===== src/rtl/iram_boot_ctrl.sv =====
// Boot sequencer for the soft CPU: owns the single IRAM port, hands it to the
// SPI loader during LOAD/FLUSH and to CPU instruction fetch during RUN.
module iram_boot_ctrl #(
  parameter int ADDR_W   = 13,
  parameter int RST_HOLD = 16
) (
  input  logic              clk_i,
  input  logic              rst_n_i,
  input  logic              ld_start_i,
  input  logic              ld_stop_i,
  input  logic              ld_byte_vld_i,
  input  logic [7:0]        ld_byte_data_i,
  input  logic              cpu_rd_en_i,
  input  logic [ADDR_W-1:0] cpu_rd_addr_i,
  output logic [15:0]       cpu_rd_data_o,
  output logic              cpu_rd_vld_o,
  output logic              cpu_rst_n_o,
  output logic              iram_en_o,
  output logic              iram_we_o,
  output logic [ADDR_W-1:0] iram_addr_o,
  output logic [15:0]       iram_wr_data_o,
  input  logic [15:0]       iram_rd_data_i,
  output logic              busy_o,
  output logic [ADDR_W:0]   ld_words_o,
  output logic              odd_err_o
);

  localparam int HOLD_W = (RST_HOLD > 1) ? $clog2(RST_HOLD) : 1;
  localparam logic [ADDR_W:0] WORDS_MAX = {1'b1, {ADDR_W{1'b0}}};

  typedef enum logic [2:0] {S_HALT, S_LOAD, S_FLUSH, S_BOOT, S_RUN} state_e;

  state_e              state_q;
  logic [ADDR_W-1:0]   ptr_q;
  logic                phase_q;
  logic [7:0]          low_q;
  logic [HOLD_W-1:0]   hold_q;
  logic [ADDR_W:0]     words_q;
  logic                odd_q;
  logic                cpu_rst_n_q;
  logic                rd_pend_q;
  logic [15:0]         rd_hold_q;

  // Bytes arriving alongside either command pulse are dropped.
  logic byte_ok;
  assign byte_ok = ld_byte_vld_i && !ld_start_i && !ld_stop_i && (state_q == S_LOAD);

  // A fetch that lands in the same cycle as a reload command is discarded.
  assign cpu_rd_vld_o  = rd_pend_q && !ld_start_i;
  assign cpu_rd_data_o = cpu_rd_vld_o ? iram_rd_data_i : rd_hold_q;
  assign cpu_rst_n_o   = cpu_rst_n_q;
  assign busy_o        = (state_q == S_LOAD) || (state_q == S_FLUSH) || (state_q == S_BOOT);
  assign ld_words_o    = words_q;
  assign odd_err_o     = odd_q;

  always_comb begin
    iram_en_o      = 1'b0;
    iram_we_o      = 1'b0;
    iram_addr_o    = '0;
    iram_wr_data_o = '0;
    case (state_q)
      S_LOAD: begin
        if (byte_ok && phase_q) begin
          iram_en_o      = 1'b1;
          iram_we_o      = 1'b1;
          iram_addr_o    = ptr_q;
          iram_wr_data_o = {ld_byte_data_i, low_q};
        end
      end
      S_FLUSH: begin
        if (!ld_start_i) begin
          iram_en_o      = 1'b1;
          iram_we_o      = 1'b1;
          iram_addr_o    = ptr_q;
          iram_wr_data_o = {8'h00, low_q};
        end
      end
      S_RUN: begin
        if (cpu_rd_en_i && !ld_start_i) begin
          iram_en_o   = 1'b1;
          iram_addr_o = cpu_rd_addr_i;
        end
      end
      default: ;
    endcase
  end

  always_ff @(posedge clk_i or negedge rst_n_i) begin
    if (!rst_n_i) begin
      state_q     <= S_HALT;
      ptr_q       <= '0;
      phase_q     <= 1'b0;
      low_q       <= '0;
      hold_q      <= '0;
      words_q     <= '0;
      odd_q       <= 1'b0;
      cpu_rst_n_q <= 1'b0;
      rd_pend_q   <= 1'b0;
      rd_hold_q   <= '0;
    end else begin
      rd_pend_q <= 1'b0;
      if (cpu_rd_vld_o) rd_hold_q <= iram_rd_data_i;
      if (ld_start_i) begin
        state_q     <= S_LOAD;
        ptr_q       <= '0;
        phase_q     <= 1'b0;
        words_q     <= '0;
        odd_q       <= 1'b0;
        cpu_rst_n_q <= 1'b0;
      end else begin
        case (state_q)
          S_LOAD: begin
            if (ld_stop_i) begin
              state_q <= phase_q ? S_FLUSH : S_BOOT;
              hold_q  <= HOLD_W'(RST_HOLD - 1);
            end else if (byte_ok) begin
              if (!phase_q) begin
                low_q   <= ld_byte_data_i;
                phase_q <= 1'b1;
              end else begin
                phase_q <= 1'b0;
                ptr_q   <= ptr_q + ADDR_W'(1);
                if (words_q != WORDS_MAX) words_q <= words_q + (ADDR_W+1)'(1);
              end
            end
          end
          S_FLUSH: begin
            phase_q <= 1'b0;
            odd_q   <= 1'b1;
            ptr_q   <= ptr_q + ADDR_W'(1);
            if (words_q != WORDS_MAX) words_q <= words_q + (ADDR_W+1)'(1);
            state_q <= S_BOOT;
            hold_q  <= HOLD_W'(RST_HOLD - 1);
          end
          S_BOOT: begin
            if (hold_q == '0) begin
              state_q     <= S_RUN;
              cpu_rst_n_q <= 1'b1;
            end else begin
              hold_q <= hold_q - HOLD_W'(1);
            end
          end
          S_RUN: rd_pend_q <= cpu_rd_en_i;
          default: ;
        endcase
      end
    end
  end

endmodule


===== config.mk =====
export PLATFORM = sky130hd
export DESIGN_NAME = iram_boot_ctrl
export DESIGN_NICKNAME = d
export VERILOG_FILES = /design/src/rtl/iram_boot_ctrl.sv
export SDC_FILE = /design/constraint.sdc
export NUM_CORES = 1
export LEC_CHECK = 0
export CORE_ASPECT_RATIO = 0.7
export CORE_MARGIN = 4
export CORE_UTILIZATION = 42
export DETAILED_ROUTE_END_ITERATION = 6
export DONT_BUFFER_PORTS = 1
export MAX_ROUTING_LAYER = met4
export PLACE_DENSITY = 0.58
export SLEW_MARGIN = 20
export SYNTH_ARGS = -nofsm -noshare
export SYNTH_HDL_FRONTEND = slang
export SYNTH_SLANG_ARGS = --single-unit

===== constraint.sdc =====
create_clock -name clk_i -period 3.1 [get_ports clk_i]
set_input_delay 0.62 -clock clk_i [delete_from_list [all_inputs] [get_ports clk_i]]
set_output_delay 0.62 -clock clk_i [all_outputs]
set_load 0.02 [all_outputs]

==> reports/results.tsv, run 1 <==
metric	value	unit
num_rows	27	
postCtsSetupBuffers	0	
fin_area	0.00377	mm²
p_per_area	581	mW/mm²
start_kind	flop	
avgRoutedWirePerCell	18.9	µm
root_buffer	clkbuf_16	
pwr-share-comb	0.093	
gr-total-overflow	0	
cp_cell_sequence	nor4b_4 > a22oi_4 > inv_2 > a22o_1	
dieArea	0.00956	mm²
seq_area_frac_synth	0.460	
vdd_drop_max	378	µV
globalRouteTotalUtil	0.181	
leakagePower	1.65	nW
syn_inst	329	
cts_max_level	3	
max_slew_margin	0.584	
slowest_delay	590	ps
cp_slowest_cell	dfrtp_1	
yosys_warnings	0	
rsz0062_at_grt	no	
ant_nets	0	
hpwl	5.70	mm
critPathKind	reg -> out	
post-route-period-util	0.912	
clk_pin_slew	50	ps
clk_latency	330	ps
synthTopCellsByArea	dfrtp_1, mux2_2, a22o_1, nand3_1, a21oi_1	
cts_buffers	9	
maxCapViolCount	0	
initial_core_util	0.431	
crit_arrival	2210	ps
final_cell_mix	dfrtp_1, mux2_2, nand3_1	
dp_worst_setup_slack	508	ps
min_period	2830	ps
syn_to_final_growth	11.8	%
drc	0	
swShare	0.261	
drv_slew	0	
grt_pass1_wl	13.3	mm
worst_slack	272	ps
fp.dieW	115	µm
antenna_found_initial	1	
nets	371	
crit_path_end_kind	output pin	
fmax	0.354	GHz
synth_top_area_cell	dfrtp_1	
cp.buffers_inverters	1	
first_iter_violations	121	
vias_per_cell	6.01	
cts_sinks	62	
mostFrequentLayoutCell	dfrtp_1	
wirelength	8.13	mm
placed_area	0.00343	mm²
crit_required	2480	ps
ys.flop_type	dfrtp_1	
fin_worst_skew	5.99	ps
p_sw	571	µW
ios	108	
cpLargestDelayFamily	flip-flops	
hold_viol_final	0	
yosysUniqueCellTypes	46	
syn_avg_cell_area	10.3	µm²
cp_max_fo	24	
drive_gt1_frac	0.173	
p_int	1.62	mW
grt_max_degree	63	
core	0.00784	mm²
tns	0	ps
firstDrtPassIters	4	
clockPowerShare	0.462	
share_seq_of_total_power	0.445	
io_buffer_count	0	
hp-class	in -> async	
grt_pass1_vias	2509	
cts_tree	done	
cts_max_path_buffers	2	
synthArstFlopShare	1.00	
synth_edf_count	0	
tightest_slew	624	ps
vias	2591	
syn_nets	376	
die_h	83.0	µm
synth_top_area_share	0.460	
gp_congestion	0.756	
synthesis.area	0.00337	mm²
setup_viol	0	
synth_seq_cells	62	
outcome	finished, final reports clean	
-- area by class of cell --
type	instances	area (µm²)
antenna	1	2.50
clock buffer	10	239
clock inverter	6	71.3
fill	702	4070
inverter	10	37.5
multi-input combinational	233	1660
sequential	62	1550
tap	101	126
timing repair buffer	8	80.1
-- per-stage QoR --
| stage | cells | power (mW) | hold slack [ps] | utilization |
|---|---|---|---|---|
| floorplan | 329 | 1.13 | 324 | - |
| global route | 431 | 2.30 | 168 | 0.481 |
| global placement | 413 | 1.17 | 327 | 0.438 |
| finish | 431 | 2.19 | 162 | 0.481 |
| CTS | 430 | 2.23 | 172 | 0.481 |
| detailed placement | 413 | 1.18 | 327 | 0.438 |
-- kinds of logic after synthesis --
logic type,Yosys count,synth area share
AO/OA/AOI/OAI,72,0.153
adder cells (fa/ha/maj),4,0.0148
buffers and inverters,34,0.0482
AND/OR/NAND/NOR,129,0.232
flip-flops,62,0.460
multiplexers,28,0.0927
-- path summary, 6_finish.rpt --
check | from | end | slack, ps | cells past startpoint
hold reg to reg | low_q[2] | low_q[2] | 490 | 1
hold / removal | rst_n_i | ptr_q[8] | 160 | 1
min in group clk_i | ld_start_i | cpu_rst_n_o | 360 | 1
setup / recovery | state_q[2] | iram_addr_o[0] | 270 | 4
setup reg to reg | ld_words_o[0] | ld_words_o[4] | 750 | 6
max in group asynchronous | rst_n_i | low_q[5] | 2670 | 1
-- routing by layer --
| metal | wire [µm] | GRT usage | vias up |
|---|---|---|---|
| met4 | 84 | 0.0544 | 0 |
| met5 | 0 | - | - |
| met2 | 3780 | 0.254 | 77 |
| met1 | 3680 | 0.240 | 1278 |
| met3 | 585 | 0.0728 | 8 |
| li1 | - | - | 1228 |
-- repair_timing --
action                    CTS  global route
gates resized for setup     0             0
hold buffers                1             0
hold endpoints to repair   62             0
-- registers in the layout, indices dropped and copies added, names as in the netlist --
signal       cells
rd_hold_q       16
ptr_q           13
state_q          3
odd_err_o        1
rd_pend_q        1
ld_words_o      14
hold_q           4
cpu_rst_n_o      1
phase_q          1
low_q            8
-- power groups by stage --
stage | Combinational [mW] | Clock, mW | Sequential (mW)
6_report | 0.204 | 1.01 | 0.975
5_1_grt | 0.231 | 1.08 | 0.988
4_1_cts | 0.208 | 1.04 | 0.975
3_5_place_dp | 0.187 | 0 | 0.989
3_3_place_gp | 0.181 | 0 | 0.989
2_1_floorplan | 0.177 | 0 | 0.957
-- cells in the mapped netlist (all sizes together) (3+ instances only) --
library cell and instances:
a211o 3, a21oi 16, a22o 16, and2 9
and3 11, and3b 3, and4 6, buf 16
clkbuf 8, dfrtp 62, ha 4, inv 10
mux2 26, nand2 16, nand3 20, nand4 7
nor2 17, nor2b 4, nor3 3, nor3b 4
nor4b 5, o211ai 7, o21ai 13, o31ai 8
or3 7, or4 8
Power figures use the tool's default switching activity.
==> inputs of run 2 (changes only) <==
--- a/config.mk
+++ b/config.mk
@@ -9,4 +9,5 @@
 export CORE_MARGIN = 4
 export CORE_UTILIZATION = 42
+export CTS_CLUSTER_SIZE = 28
 export DETAILED_ROUTE_END_ITERATION = 6
 export DONT_BUFFER_PORTS = 1
==> constraint.sdc (replaced) <==
create_clock -name clk_i -period 3.1 [get_ports clk_i]
set_input_delay 0.465 -clock clk_i [delete_from_list [all_inputs] [get_ports clk_i]]
set_output_delay 0.465 -clock clk_i [all_outputs]
set_load 0.02 [all_outputs]
==> run 2 against run 1 <==
  * The flow now finishes with violations (hold timing)
  * Maximum frequency fell by 1.1%
  * Final area stayed put
  * Core utilization stayed put
==> reports/results.tsv, run 2 (synthesis gave the netlist of run 1 again) <==
metric	value	unit
crit_arrival	2400	ps
cts_max_level	3	
startpoint	state_q[1]	
worst_slack	240	ps
fmax	0.350	GHz
dp.cells	414	
max_slew_margin	0.469	
cts_sinks	62	
timing.hold.ws	-1.68	ps
dp_worst_setup_slack	588	ps
reg2reg_from	ld_words_o[0]	
mostFrequentLayoutCell	dfrtp_1	
drc	0	
outcome	complete, but fails checks	
rr_endpoint	ld_words_o[3]	
cts_tree	done	
cts_buffers	9	
gr-total-overflow	0	
tightest_slew	793	ps
clk_pin_slew	50	ps
grt_pass1_vias	2486	
firstDrtPassIters	4	
cts_resized	0	
grt_max_degree	63	
syn_to_final_growth	11.8	%
maxCapViolCount	0	
violations	hold timing	
tns	0	ps
rrSetupSlack	750	ps
drive_gt1_frac	0.170	
nets	372	
vias_per_cell	6.09	
core	0.00784	mm²
clk_latency	320	ps
critPathKind	reg -> out	
ant_nets	0	
hp-class	in -> async	
cp_max_fo	24	
worst_r2r_path_depth	6	
start_kind	flop	
dieArea	0.00956	mm²
hpwl	5.94	mm
crit_required	2630	ps
crit_path_end_kind	output pin	
min_period	2860	ps
fp.dieW	115	µm
globalRouteTotalUtil	0.185	
setup_viol	0	
grt_pass1_wl	13.6	mm
num_rows	27	
io_buffer_count	0	
post-route-period-util	0.923	
hold_viol_final	1	
p_per_area	581	mW/mm²
wirelength	8.46	mm
fin_worst_skew	4.72	ps
cts_max_path_buffers	2	
rsz0062_at_grt	no	
vdd_drop_max	343	µV
initial_core_util	0.431	
ios	108	
largest_reg_flops	16	
gp_congestion	0.789	
finalPower	2.19	mW
drv_slew	0	
root_buffer	clkbuf_16	
first_iter_violations	150	
top_register	rd_hold_q	
avgRoutedWirePerCell	19.6	µm
final_cell_mix	dfrtp_1, mux2_2, nand3_1	
die_h	83.0	µm
finalNonFillerCells	432	
antenna_found_initial	1	
vias	2632	
leakagePower	1.66	nW
[run 2: repair_timing]
item	in CTS	in global routing
hold buffers	1	0
setup buffers	0	0
endpoints found under the setup margin	0	0
hold endpoints to repair	62	0
[run 2: worst max path at each step]
stage,depth (start not counted),end
2_1_floorplan,6,iram_addr_o[0]
3_3_place_gp,4,iram_addr_o[0]
3_5_place_dp,4,iram_addr_o[0]
4_1_cts,4,iram_addr_o[0]
5_1_grt,4,iram_addr_o[2]
6_report,4,iram_addr_o[0]
[run 2: stage by stage]
stage | hold WS (ps) | util | area, µm²
floorplan | 169 | - | 3370
global placement | 172 | 0.439 | 3440
detailed placement | 171 | 0.439 | 3440
CTS | 19.2 | 0.481 | 3770
global route | 27.5 | 0.481 | 3770
finish | -1.68 | 0.481 | 3770
[run 2: layout make-up]
type | count | area (µm²)
clock inverters | 3 | 42.5
clock buffers | 13 | 260
inverters | 10 | 37.5
repair buffers | 9 | 87.6
multi-input cells | 233 | 1660
diodes | 1 | 2.50
flip-flops and latches | 62 | 1550
fillers | 729 | 4070
well taps | 101 | 126
[run 2: worst max-delay path, cell delays in order, from the launching register on]
cell and delay [ps]:
dfrtp_1 530, nor4b_4 620, a22oi_4 200, inv_2 350, a22o_1 360
[run 2: layer usage]
layer  global-route usage  vias to the layer above  share of wire
met3               0.0677                       10          0.074
met5                    -                        -              0
met2                0.274                       73           0.47
met4               0.0480                        0          0.011
met1                0.242                     1323           0.45
li1                     -                     1226              -
[run 2: power by group]
group          switching (mW)  internal (mW)  leakage [nW]
sequential             0.0829          0.880         0.822
combinational           0.123         0.0958         0.691
clock                   0.344          0.664         0.146
total                   0.550           1.64          1.66
==> inputs of run 3 (changes only) <==
ABC_AREA = 1   (was unset)
SKIP_CTS_REPAIR_TIMING = 1   (was unset)
==> run 3 against run 2 <==
  * The flow now finishes without violations
  * Hold slack improved by 8.3 ps
  * Wire length rose by 7.5%
  * Global-route usage barely moved
  * Clock power rose by 9.9%
  * Worst setup slack improved by 160 ps
  * Critical path depth rose by 3
  * Clock skew barely moved
  * Synthesized area rose by 11%
  * Highest routed layer unchanged
  * Register-to-register slack improved by 410 ps
  * Maximum frequency rose by 5.8%
  * Sequential share of layout area fell by 3.5 points
==> reports/results.tsv, run 3 <==
metric	value	unit
outcome	finished, final reports clean	
grt_max_degree	63	
tns	0	ps
antenna_found_initial	0	
synthArstFlopShare	1.00	
globalRouteTotalUtil	0.186	
syn_inst	522	
avgRoutedWirePerCell	14.1	µm
grt_pass1_vias	3002	
vias_per_cell	4.97	
hold_viol_final	0	
cts_tree	done	
drc	0	
wirelength	9.09	mm
rrSetupSlack	1160	ps
ant_nets	0	
slowest_delay	450	ps
gp_congestion	0.875	
initial_core_util	0.436	
start_kind	flop	
tightest_slew	718	ps
synthTopCellsByArea	dfrtp_1, nand2_1, nor2_1, inv_1, nand3_1	
io_buffer_count	0	
synth_commonest_cells	nand2_1, nor2_1, dfrtp_1	
first_iter_violations	148	
max_slew_margin	0.521	
root_buffer	clkbuf_16	
timing.hold.ws	6.66	ps
leakagePower	2.03	nW
min_period	2700	ps
core	0.00855	mm²
largest_reg_flops	16	
synth_seq_cells	62	
num_rows	28	
worst_r2r_path_depth	7	
clk_pin_slew	60	ps
ys.flop_type	dfrtp_1	
rr_endpoint	ld_words_o[5]	
cp_cell_sequence	nor2_4 > nand2_4 > inv_2 > nand2_2 > o21ai_4 > inv_2 > o21ai_1	
synth_top_area_cell	dfrtp_1	
drv_slew	0	
critPathKind	reg -> out	
post-route-period-util	0.872	
grt_pass1_wl	14.9	mm
vdd_drop_max	304	µV
synthesis.area	0.00373	mm²
cp_max_fo	21	
setup_viol	0	
multi_input_area	0.00181	mm²
cp.buffers_inverters	2	
nets	568	
cp_slowest_cell	dfrtp_1	
yosys_warnings	0	
synth_top_area_share	0.416	
seq_area_frac_synth	0.416	
synth_most_common_cell	nand2_1	
final_cell_mix	nand2_1, nor2_1, dfrtp_1	
syn_avg_cell_area	7.15	µm²
drive_gt1_frac	0.103	
firstDrtPassIters	4	
cpLargestDelayFamily	compound AO/OA/AOI/OAI gates	
clk_latency	330	ps
crit_path_frequent_cell	inv_2	
fmax	0.370	GHz
cts_max_path_buffers	2	
mostFrequentLayoutCell	nand2_1	
diodes	0	
fp.dieW	121	µm
synth_edf_count	0	
syn_to_final_growth	10.6	%
cts_sinks	62	
nFillCells	898	
p_per_area	668	mW/mm²
die_h	86.9	µm
top_register	rd_hold_q	
finalPower	2.76	mW
hp-class	in -> async	
crit_required	2630	ps
yosysUniqueCellTypes	35	
seq_area	0.00155	mm²
cts_buffers	9	
cts_max_level	3	
rsz0062_at_grt	no	
crit_arrival	2240	ps
hpwl	6.59	mm
crit_path_end_kind	output pin	
gr-total-overflow	0	
reg2reg_from	state_q[2]	
vias	3212	
maxCapViolCount	0	
dieArea	0.0105	mm²
syn_nets	569	
ios	108	
fin_worst_skew	5.22	ps
==> run 3: cell types whose count changed after synthesis, sizes merged, moves of 8 or more <==
cell	before	now
inv	10	63
a22o	16	0
nand3	20	35
nand2	16	197
or4	8	0
and3	11	0
o21ai	13	40
mux2	26	0
nor2	17	72
and2	9	0
==> run 3: worst max path at each step <==
| stage | start | endpoint | cells past startpoint | slack (ps) |
|---|---|---|---|---|
| floorplan | ld_start_i | iram_addr_o[0] | 9 | 970 |
| global placement | ld_start_i | iram_addr_o[0] | 7 | 620 |
| detailed placement | ld_start_i | iram_addr_o[0] | 7 | 540 |
| CTS | state_q[2] | iram_addr_o[0] | 7 | 360 |
| global route | state_q[2] | iram_addr_o[0] | 7 | 250 |
| finish | state_q[2] | iram_addr_o[0] | 7 | 400 |
==> run 3: final cells by class <==
type	instances	area share
clock buffer	11	0.0612
timing repair buffer	2	0.00849
sequential	62	0.376
tap	120	0.0364
inverter	64	0.0588
multi-input combinational	382	0.439
clock inverter	5	0.0197
==> run 3: stage by stage <==
stage          worst slack (ps)  area [µm²]  cells  utilization
2_1_floorplan               970        3730    522            -
3_3_place_gp                616        3760    629        0.440
3_5_place_dp                544        3760    629        0.440
4_1_cts                     356        4100    645        0.480
5_1_grt                     246        4130    646        0.483
6_report                    396        4130    646        0.483
==> run 3: logic make-up (layout without fill, tap and decap cells) <==
group / after synthesis / after routing / share of synthesized area
AND/OR/NAND/NOR: 321 / 321 / 0.368
adder cells (fa/ha/maj): 4 / 4 / 0.0134
AO/OA/AOI/OAI: 51 / 51 / 0.0909
flip-flops: 62 / 62 / 0.416
XOR/XNOR: 6 / 6 / 0.0141
buffers and inverters: 78 / 82 / 0.0983
==> run 3: routing by layer <==
layer | track usage | vias to the layer above | share of wire
li1 | - | 1622 | -
met4 | 0.0710 | 0 | 0.012
met2 | 0.263 | 99 | 0.42
met1 | 0.244 | 1480 | 0.48
met5 | - | - | 0
met3 | 0.0675 | 11 | 0.079
==> run 3: where the power goes <==
part / switching, mW / internal [mW]
sequential: 0.0788 / 0.913
combinational: 0.476 / 0.176
clock: 0.367 / 0.747
